`config.mk`:
```
export PLATFORM = sky130hd
export DESIGN_NAME = muldiv_unit
export DESIGN_NICKNAME = d
export VERILOG_FILES = /design/src/rtl/muldiv_unit.sv
export SDC_FILE = /design/constraint.sdc
export NUM_CORES = 2
export LEC_CHECK = 0
export BUFFER_PORTS_ARGS = -buffer_cell sky130_fd_sc_hd__buf_4
export CORE_UTILIZATION = 45
export CTS_BUF_LIST = sky130_fd_sc_hd__clkbuf_8
export DETAILED_ROUTE_END_ITERATION = 7
export GPL_TIMING_DRIVEN = 0
export RECOVER_POWER = 25
export SLEW_MARGIN = 20
export SYNTH_ARGS = -nofsm -noshare
export SYNTH_HDL_FRONTEND = slang
export SYNTH_SLANG_ARGS = --single-unit
```
`constraint.sdc`:
```
create_clock -name clk -period 7.42 [get_ports clk]
set_input_delay 1.113 -clock clk [delete_from_list [all_inputs] [get_ports clk]]
set_output_delay 1.113 -clock clk [all_outputs]
set_load 0.03 [all_outputs]
```
`src/rtl/muldiv_unit.sv`:
```
// Iterative RISC-V M-extension multiply/divide unit (radix-2 shift-add / restoring divide).
// Optional macro MULDIV_EARLY_OUT_EN: trivial cases (zero multiply, divide by zero, signed overflow) finish in one cycle.
module muldiv_unit #(
   parameter int DATA_W = 64,
   parameter int TAG_W  = 5
) (
   input  logic              clk,
   input  logic              rst,
   input  logic              in_valid,
   output logic              in_ready,
   input  logic [2:0]        op,
   input  logic [DATA_W-1:0] operand_a,
   input  logic [DATA_W-1:0] operand_b,
   input  logic [TAG_W-1:0]  in_tag,
   input  logic              flush,
   output logic              out_valid,
   input  logic              out_ready,
   output logic [DATA_W-1:0] result,
   output logic [TAG_W-1:0]  out_tag,
   output logic              busy
);

   localparam int CNT_W = $clog2(DATA_W) + 1;

   typedef enum logic [1:0] {IDLE, CALC, FIX, DONE} state_t;

   state_t              state;
   logic [CNT_W-1:0]    cnt;
   logic [DATA_W-1:0]   acc;
   logic [DATA_W-1:0]   lo;
   logic [DATA_W-1:0]   opnd;
   logic [2:0]          op_q;
   logic [TAG_W-1:0]    tag_q;
   logic                neg_res;
   logic                neg_rem;
   logic                div_zero;

   logic                accept;
   logic                a_signed_in;
   logic                b_signed_in;
   logic                neg_a_in;
   logic                neg_b_in;
   logic [DATA_W-1:0]   a_mag_in;
   logic [DATA_W-1:0]   b_mag_in;
   logic [DATA_W:0]     mul_sum;
   logic [DATA_W:0]     div_shift;
   logic [DATA_W:0]     div_diff;
   logic                div_ge;
   logic [2*DATA_W-1:0] prod_fix;
   logic [DATA_W-1:0]   quo_fix;
   logic [DATA_W-1:0]   rem_fix;
   logic [DATA_W-1:0]   fix_result;
   logic                early;
   logic [DATA_W-1:0]   early_result;

   assign in_ready = (state == IDLE) || (state == DONE && out_ready);
   assign busy     = (state != IDLE);
   assign accept   = in_valid && in_ready && !flush;

   // Operand signedness: MULH/MULHSU/DIV/REM treat rs1 as signed, MULH/DIV/REM also rs2
   assign a_signed_in = (op == 3'b001) || (op == 3'b010) || (op == 3'b100) || (op == 3'b110);
   assign b_signed_in = (op == 3'b001) || (op == 3'b100) || (op == 3'b110);
   assign neg_a_in    = a_signed_in && operand_a[DATA_W-1];
   assign neg_b_in    = b_signed_in && operand_b[DATA_W-1];
   assign a_mag_in    = neg_a_in ? -operand_a : operand_a;
   assign b_mag_in    = neg_b_in ? -operand_b : operand_b;

   // Multiply: {acc,lo} holds the partial product with the multiplier shifting out of lo.
   // Divide: lo shifts the dividend into acc and collects quotient bits.
   assign mul_sum   = {1'b0, acc} + (lo[0] ? {1'b0, opnd} : '0);
   assign div_shift = {acc, lo[DATA_W-1]};
   assign div_diff  = div_shift - {1'b0, opnd};
   assign div_ge    = !div_diff[DATA_W];

   always_comb begin
      prod_fix   = neg_res ? -{acc, lo} : {acc, lo};
      quo_fix    = div_zero ? '1 : (neg_res ? -lo : lo);
      rem_fix    = neg_rem ? -acc : acc;
      fix_result = '0;
      case (op_q)
         3'b000:                 fix_result = prod_fix[DATA_W-1:0];
         3'b001, 3'b010, 3'b011: fix_result = prod_fix[2*DATA_W-1:DATA_W];
         3'b100, 3'b101:         fix_result = quo_fix;
         default:                fix_result = rem_fix;
      endcase
   end

`ifdef MULDIV_EARLY_OUT_EN
   logic b_zero;
   logic sgn_ovf;
   always_comb begin
      b_zero       = (operand_b == '0);
      sgn_ovf      = ((op == 3'b100) || (op == 3'b110)) &&
                     (operand_a == {1'b1, {(DATA_W-1){1'b0}}}) && (operand_b == '1);
      early        = op[2] ? (b_zero || sgn_ovf) : ((operand_a == '0) || (operand_b == '0));
      early_result = '0;
      if (op[2]) begin
         if (b_zero)
            early_result = op[1] ? operand_a : '1;
         else
            early_result = op[1] ? '0 : operand_a;
      end
   end
`else
   assign early        = 1'b0;
   assign early_result = '0;
`endif

   always_ff @(posedge clk) begin
      if (rst) begin
         state     <= IDLE;
         cnt       <= '0;
         acc       <= '0;
         lo        <= '0;
         opnd      <= '0;
         op_q      <= '0;
         tag_q     <= '0;
         neg_res   <= 1'b0;
         neg_rem   <= 1'b0;
         div_zero  <= 1'b0;
         out_valid <= 1'b0;
         result    <= '0;
         out_tag   <= '0;
      end else if (flush) begin
         state     <= IDLE;
         cnt       <= '0;
         out_valid <= 1'b0;
         result    <= '0;
         out_tag   <= '0;
      end else begin
         case (state)
            CALC: begin
               if (op_q[2]) begin
                  acc <= div_ge ? div_diff[DATA_W-1:0] : div_shift[DATA_W-1:0];
                  lo  <= {lo[DATA_W-2:0], div_ge};
               end else begin
                  acc <= mul_sum[DATA_W:1];
                  lo  <= {mul_sum[0], lo[DATA_W-1:1]};
               end
               cnt <= cnt + CNT_W'(1);
               if (cnt == CNT_W'(DATA_W - 1))
                  state <= FIX;
            end
            FIX: begin
               result    <= fix_result;
               out_tag   <= tag_q;
               out_valid <= 1'b1;
               state     <= DONE;
            end
            DONE: begin
               if (out_ready) begin
                  out_valid <= 1'b0;
                  result    <= '0;
                  out_tag   <= '0;
                  state     <= IDLE;
               end
            end
            default: ;
         endcase

         // A new request overrides whatever IDLE/DONE decided above
         if (accept) begin
            op_q     <= op;
            tag_q    <= in_tag;
            neg_res  <= neg_a_in ^ neg_b_in;
            neg_rem  <= neg_a_in;
            div_zero <= (operand_b == '0);
            cnt      <= '0;
            acc      <= '0;
            lo       <= op[2] ? a_mag_in : b_mag_in;
            opnd     <= op[2] ? b_mag_in : a_mag_in;
            if (early) begin
               state     <= DONE;
               out_valid <= 1'b1;
               result    <= early_result;
               out_tag   <= in_tag;
            end else begin
               state <= CALC;
            end
         end
      end
   end

endmodule

```
; ---- Word-level counts from Yosys, hierarchy flattened
; Cells that the tools add are included.
[classes]
n_addsub = 8
n_eq_ne = 17
mux = 27
n_bitwise = 2
n_reduce_logical = 30
[ops]
columns = operator, count
row1 = $mux 64, 16
row2 = $neg 64->64, 4
row3 = $pmux 64 s3, 1
row4 = $mux 128, 1
row5 = $neg 128->128, 1
row6 = $pmux 64 s2, 1
row7 = $add 64x64->65, 1
row8 = $sub 65x64->65, 1
row9 = $logic_not 64->1, 1
row10 = $eq 3x3->1 const B, 4
row11 = $pmux 5 s2, 1
row12 = $eq 3x2->1 const B, 3
row13 = $add 7x1->7 const B, 1
row14 = $eq 7x6->1 const B, 1
row15 = $eq 3x1->1 const B, 2
row16 = $logic_or 1x1->1, 6
row17 = $ne 3x3->1 const B, 2
row18 = $pmux 2 s3, 1
row19 = $reduce_and 2->1, 3
row20 = $reduce_and 3->1, 2
row21 = $reduce_bool 2->1, 3
row22 = $reduce_or 3->1, 2
row23 = $logic_and 1x1->1, 5
row24 = $mux 5, 1
row25 = other kinds (14), 20
[totals]
register_bits = 282
in_bits = 141
out_inout_bits = 72
word_cells = 98

; ---- Depth between registers and ports, before layout
[depth]
word_depth = 8
mapped_depth = 16
ltp_nobuf = 14

; ---- Worst setup path after synthesis
; No wires, ideal clock.
[synth_timing]
path_kind = input to register
start = input operand_a[12]
end = register lo[60]
setup_ns = 0.128
arrival_ns = 3.893
t_required_ns = 7.292
slack_ns = 3.399
path_stages = 11
n_path_buf = 1
path_cell_list = or4_1 > or4_1 > or4_1 > buf_2 > nor4_2 > nand3_1 > nand2_1 > xor2_1 > mux2i_1 > a222oi_1 > nor2_1
[synth_via]
elab_chain_cells = 4
[synth_lines]
columns = item, line_no
row1 = start: declaration, 12  ; input logic [DATA_W-1:0] operand_a,
row2 = $neg 64->64, 65  ; assign a_mag_in = neg_a_in ? -operand_a : operand_a;
row3 = $mux 64, 65
row4 = $mux 64, 170  ; lo <= op[2] ? a_mag_in : b_mag_in;
row5 = $mux 64, 162  ; if (accept) begin
row6 = end signal: assignment, 135  ; lo <= {lo[DATA_W-2:0], div_ge};
row7 = end signal: assignment, 138  ; lo <= {mul_sum[0], lo[DATA_W-1:1]};
row8 = end signal: assignment, 170
row9 = end: declaration, 30  ; logic [DATA_W-1:0] lo;
; No other way between the ends.
; A chain may end at the register's enable or synchronous reset.

; ---- Worst setup path in the final report
[layout_timing]
start = register acc[55]
end = register acc[4]
[layout_via]
elab_chain_cells = 5
[layout_lines]
columns = item, line_no
row1 = start: declaration, 29  ; logic [DATA_W-1:0] acc;
row2 = start signal: assignment, 134  ; acc <= div_ge ? div_diff[DATA_W-1:0] : div_shift[DATA_W-1:0];
row3 = start signal: assignment, 137  ; acc <= mul_sum[DATA_W:1];
row4 = $sub 65x64->65, 72  ; assign div_diff = div_shift - {1'b0, opnd};
row5 = $mux 64, 134
row6 = $mux 64, 133  ; if (op_q[2]) begin
row7 = $mux 64, 131  ; case (state)
row8 = $mux 64, 162
; No other way between the ends. The select of a mux whose other input is x is not followed.

==> impl_summary.md <==
Clocking
TritonCTS built the clock tree. Clock tree synthesis found a total of roughly 280 sinks. The maximum clock insertion buffer count is 3. The post-CTS repair timing setup buffer count is 0. After clock tree synthesis, the flow added hold-fix buffers numbering 0. Gates resized during post-CTS repair numbered 0. The root buffer cell is clkbuf_8.

After clock tree synthesis, the clock-pin slew on the worst setup and hold paths is about 0.070 ns. The clock tree synthesis step divided the H-tree into 2 levels. The clock latency on the worst-skew pair is ~0.7 ns. Buffers inserted during clock tree synthesis total 54.

Routing
Using the TritonRoute via totals, the vias-per-cell ratio works out to roughly 6.7. The routed wire length per instance is 30.27 µm. In the routed design, unresolved DRC markers number 1. Summing over every cut layer, the via total after detailed routing is 35728. Once detail routing completed, the nets flagged for antenna violations numbered 0. The detailed router finished its first iteration with a little over 5000 violations. The total iterations of the first detailed-routing run is 8. After detailed routing, the total wire length is 161.6 mm.

Logic synthesis
After synthesis the netlist holds a flip-flop and latch count of 282. In the post-synthesis netlist, the cell with the most instances is nor2_1. For this run, the leading register cell type out of synthesis is dfxtp_1. The synthesized design contains 0 enable-type register cells. The area share of the largest cell type after synthesis is between 10% and 20%. The cell area that synthesis handed to floorplanning was ~0.03 mm². Counting every net in the synthesized netlist gives between 4000 and 5000.

The number of warning messages in the yosys log is 0. Ranked by total cell area, the synthesized netlist is headed by dfxtp_1 19%, a21oi_1 6.9%, xor2_1 6.5%, xnor2_1 6.0%, o21ai_0 5.9%. After synthesis, flip-flops and latches occupy 19.26% of the total area.

The mean instance size in the synthesized netlist is 7.026 µm². For this run, asynchronously set or reset flops after synthesis account for 0%. The post-synthesis cell count is approximately 4200. Counting instances in the post-synthesis netlist gives the leading cell types as 446 x nor2_1, 445 x nand2_1, 407 x a21oi_1, 348 x o21ai_0, 297 x clkbuf_1.

Yosys mapped the design onto between 90 and 100 distinct sky130hd cell types. The library cell with the largest summed area after synthesis is dfxtp_1.

Power and ir drop
The leakage power is ~13 nW. The worst-case vdd ir drop is approximately 0.00016 V. The power density over the cells is 151.7 mW/mm².

Global route
The pin count of the biggest net entering global routing is 16. The first global-routing pass estimated ~230 mm of wire. The number of antenna violations at the first check in global routing is 5.

After global routing the overflow that remains totals 0. The via count of the first global-routing pass is around 33000. Global routing consumed, over all layers together, 46.67% of the routing resources.

Floorplanning
The initial core utilization is roughly 45%. roughly 210 I/O pins were placed. The area of the core is roughly 0.064 mm². The die area is about 0.066 mm². The initialized floorplan defines 93 standard-cell rows. In this run the vertical extent of the chip is ~260 µm.

The die width is 257.2 µm.

Finish
The finished cells cover ~0.033 mm². The number of nets in the layout is 4720. Measured on the finished design, the core utilization comes to around half. Compared with the post-synthesis result, the final layout area differs by 12.19%. The share of final-layout standard cells stronger than drive strength 1 is under 10%.

Timing
The worst-margin pin slew is roughly 1.3 ns. Setup repair after global routing left no endpoint under its margin. The worst slew margin relative to its limit is ~16%. The final hold violation count is 0. The summed negative setup slack over all endpoints is 0 ns. The top achievable clock speed is about 180 MHz. The number of slew-limit violations in the final report is 0. The final worst-path cycle share is between 70% and 80%.

The worst path needs between 5 and 6 ns of the cycle, external delays included. The clock skew after layout is a little under 0.06 ns. Setup violations remaining at the end of the flow were counted as 0.

Setup path
The endpoint type of the worst setup path is a flip-flop. The setup path with the least slack is of type flip-flop to flip-flop. STA classifies the critical path startpoint as a flip-flop. For the worst setup path, the data required time is a little under 8 ns.

The arrival time of data at the critical path endpoint is 6.21 ns. The highest net fanout along the worst path is 10.

Placement
The cell area after placement is 0.03198 mm². Detailed placement finished with a half-perimeter wire length of about 130 mm. At the end of routability-driven placement, the weighted congestion stood at between 1 and 1.5. The count of port buffers added during placement is 210.

Run status
The flow ran to the end, but the final reports show violations. The final reports fail on DRC.

Min path
The tightest min-delay check is of the flip-flop to flip-flop type.

Flow run
The number of max-cap violations is 0.
==> cell type report <==
cell class	instances	area (µm²)
flip-flops and latches	282	5645
repair buffers	211	1318
clock inverters	28	196.4
plain buffers	333	1287
well taps	855	1070
multi-input cells	3428	21910
fillers	6909	31580
inverters	129	484.2
diodes	3	7.507
clock buffers	70	963.4
==> power by group <==
group / total (mW) / switching, mW / internal [mW]
Combinational: 1.67 / 1.18 / 0.489
Sequential: 1.62 / 0.0561 / 1.56
Clock: 1.71 / 0.789 / 0.916
==> cells by family after synthesis <==
family | share of synthesized area, %
fa+ha+maj | 6.027
mux | 3.440
flops | 19.26
simple gates | 22.51
buf+inv | 6.044
compound gates | 30.26
xor+xnor | 12.46
==> layer usage <==
layer	GRT usage [%]	up-vias	share of wire, %
li1	-	15769	-
met1	59.81	16859	39
met2	66.69	2585	40
met3	13.90	513	13
met4	32.14	2	7.8
met5	0	-	0.0080
==> worst max-delay path, cell delays in order, from the launching register on <==
cell and delay, ns:
dfxtp_1 0.67, ha_1 0.23, clkbuf_1 0.32, nand4_1 0.27, nor3_1 0.43, nand3_1 0.22
nor2_1 0.34, o211ai_1 0.25, a22oi_1 0.56, xnor2_1 0.44, clkbuf_1 0.63, clkbuf_1 0.70
nor2_1 0.11, a21oi_1 0.21, o21ai_0 0.11
==> path summary, 6_finish.rpt <==
| kind | from | endpoint | slack, ns | cells after the start |
|---|---|---|---|---|
| min reg2reg | result[61] | result[61] | 0.45 | 2 |
| max | acc[55] | acc[4] | 1.72 | 14 |
| max reg2reg | acc[55] | acc[4] | 1.72 | 14 |
| min | result[61] | result[61] | 0.45 | 2 |
==> stage by stage <==
stage | worst slack (ns) | hold WS [ns] | instances | total power [mW]
CTS | 2.024 | 0.4469 | 5336 | 4.873
global route | 1.636 | 0.4694 | 5337 | 5.095
finish | 1.719 | 0.4485 | 5339 | 4.990
global placement | 1.858 | 0.4308 | 5237 | 3.205
detailed placement | 2.030 | 0.4395 | 5238 | 3.202
floorplan | 3.399 | 0.4156 | 4172 | 2.544
==> state kept, by name, indices dropped and copies added, names as in the netlist <==
register and count:
op_q 3, tag_q 5, neg_rem 1, div_zero 1, lo 64, opnd 64, out_tag 5, acc 64
cnt 7, state 2, out_valid 1, neg_res 1, result 64
==> layout by cell type (no fill, tap or decap), types with 31 or more instances in the layout <==
cell / count
nor3_1: 96
clkbuf_8: 70
mux2_2: 62
nand4_1: 57
dfxtp_1: 282
inv_1: 145
clkbuf_1: 368
or4_1: 37
a21oi_1: 407
ha_1: 138
mux2i_1: 31
nor4_1: 48
nand2_1: 445
o31ai_1: 64
nor2_1: 446
a222oi_1: 62
or3_1: 47
o211ai_1: 58
a31oi_1: 31
a211oi_1: 55
buf_4: 142
nand3_1: 63
xor2_1: 216
a21o_1: 68
a22oi_1: 59
o21ai_0: 348
xnor2_1: 201
Power figures use the tool's default switching activity.
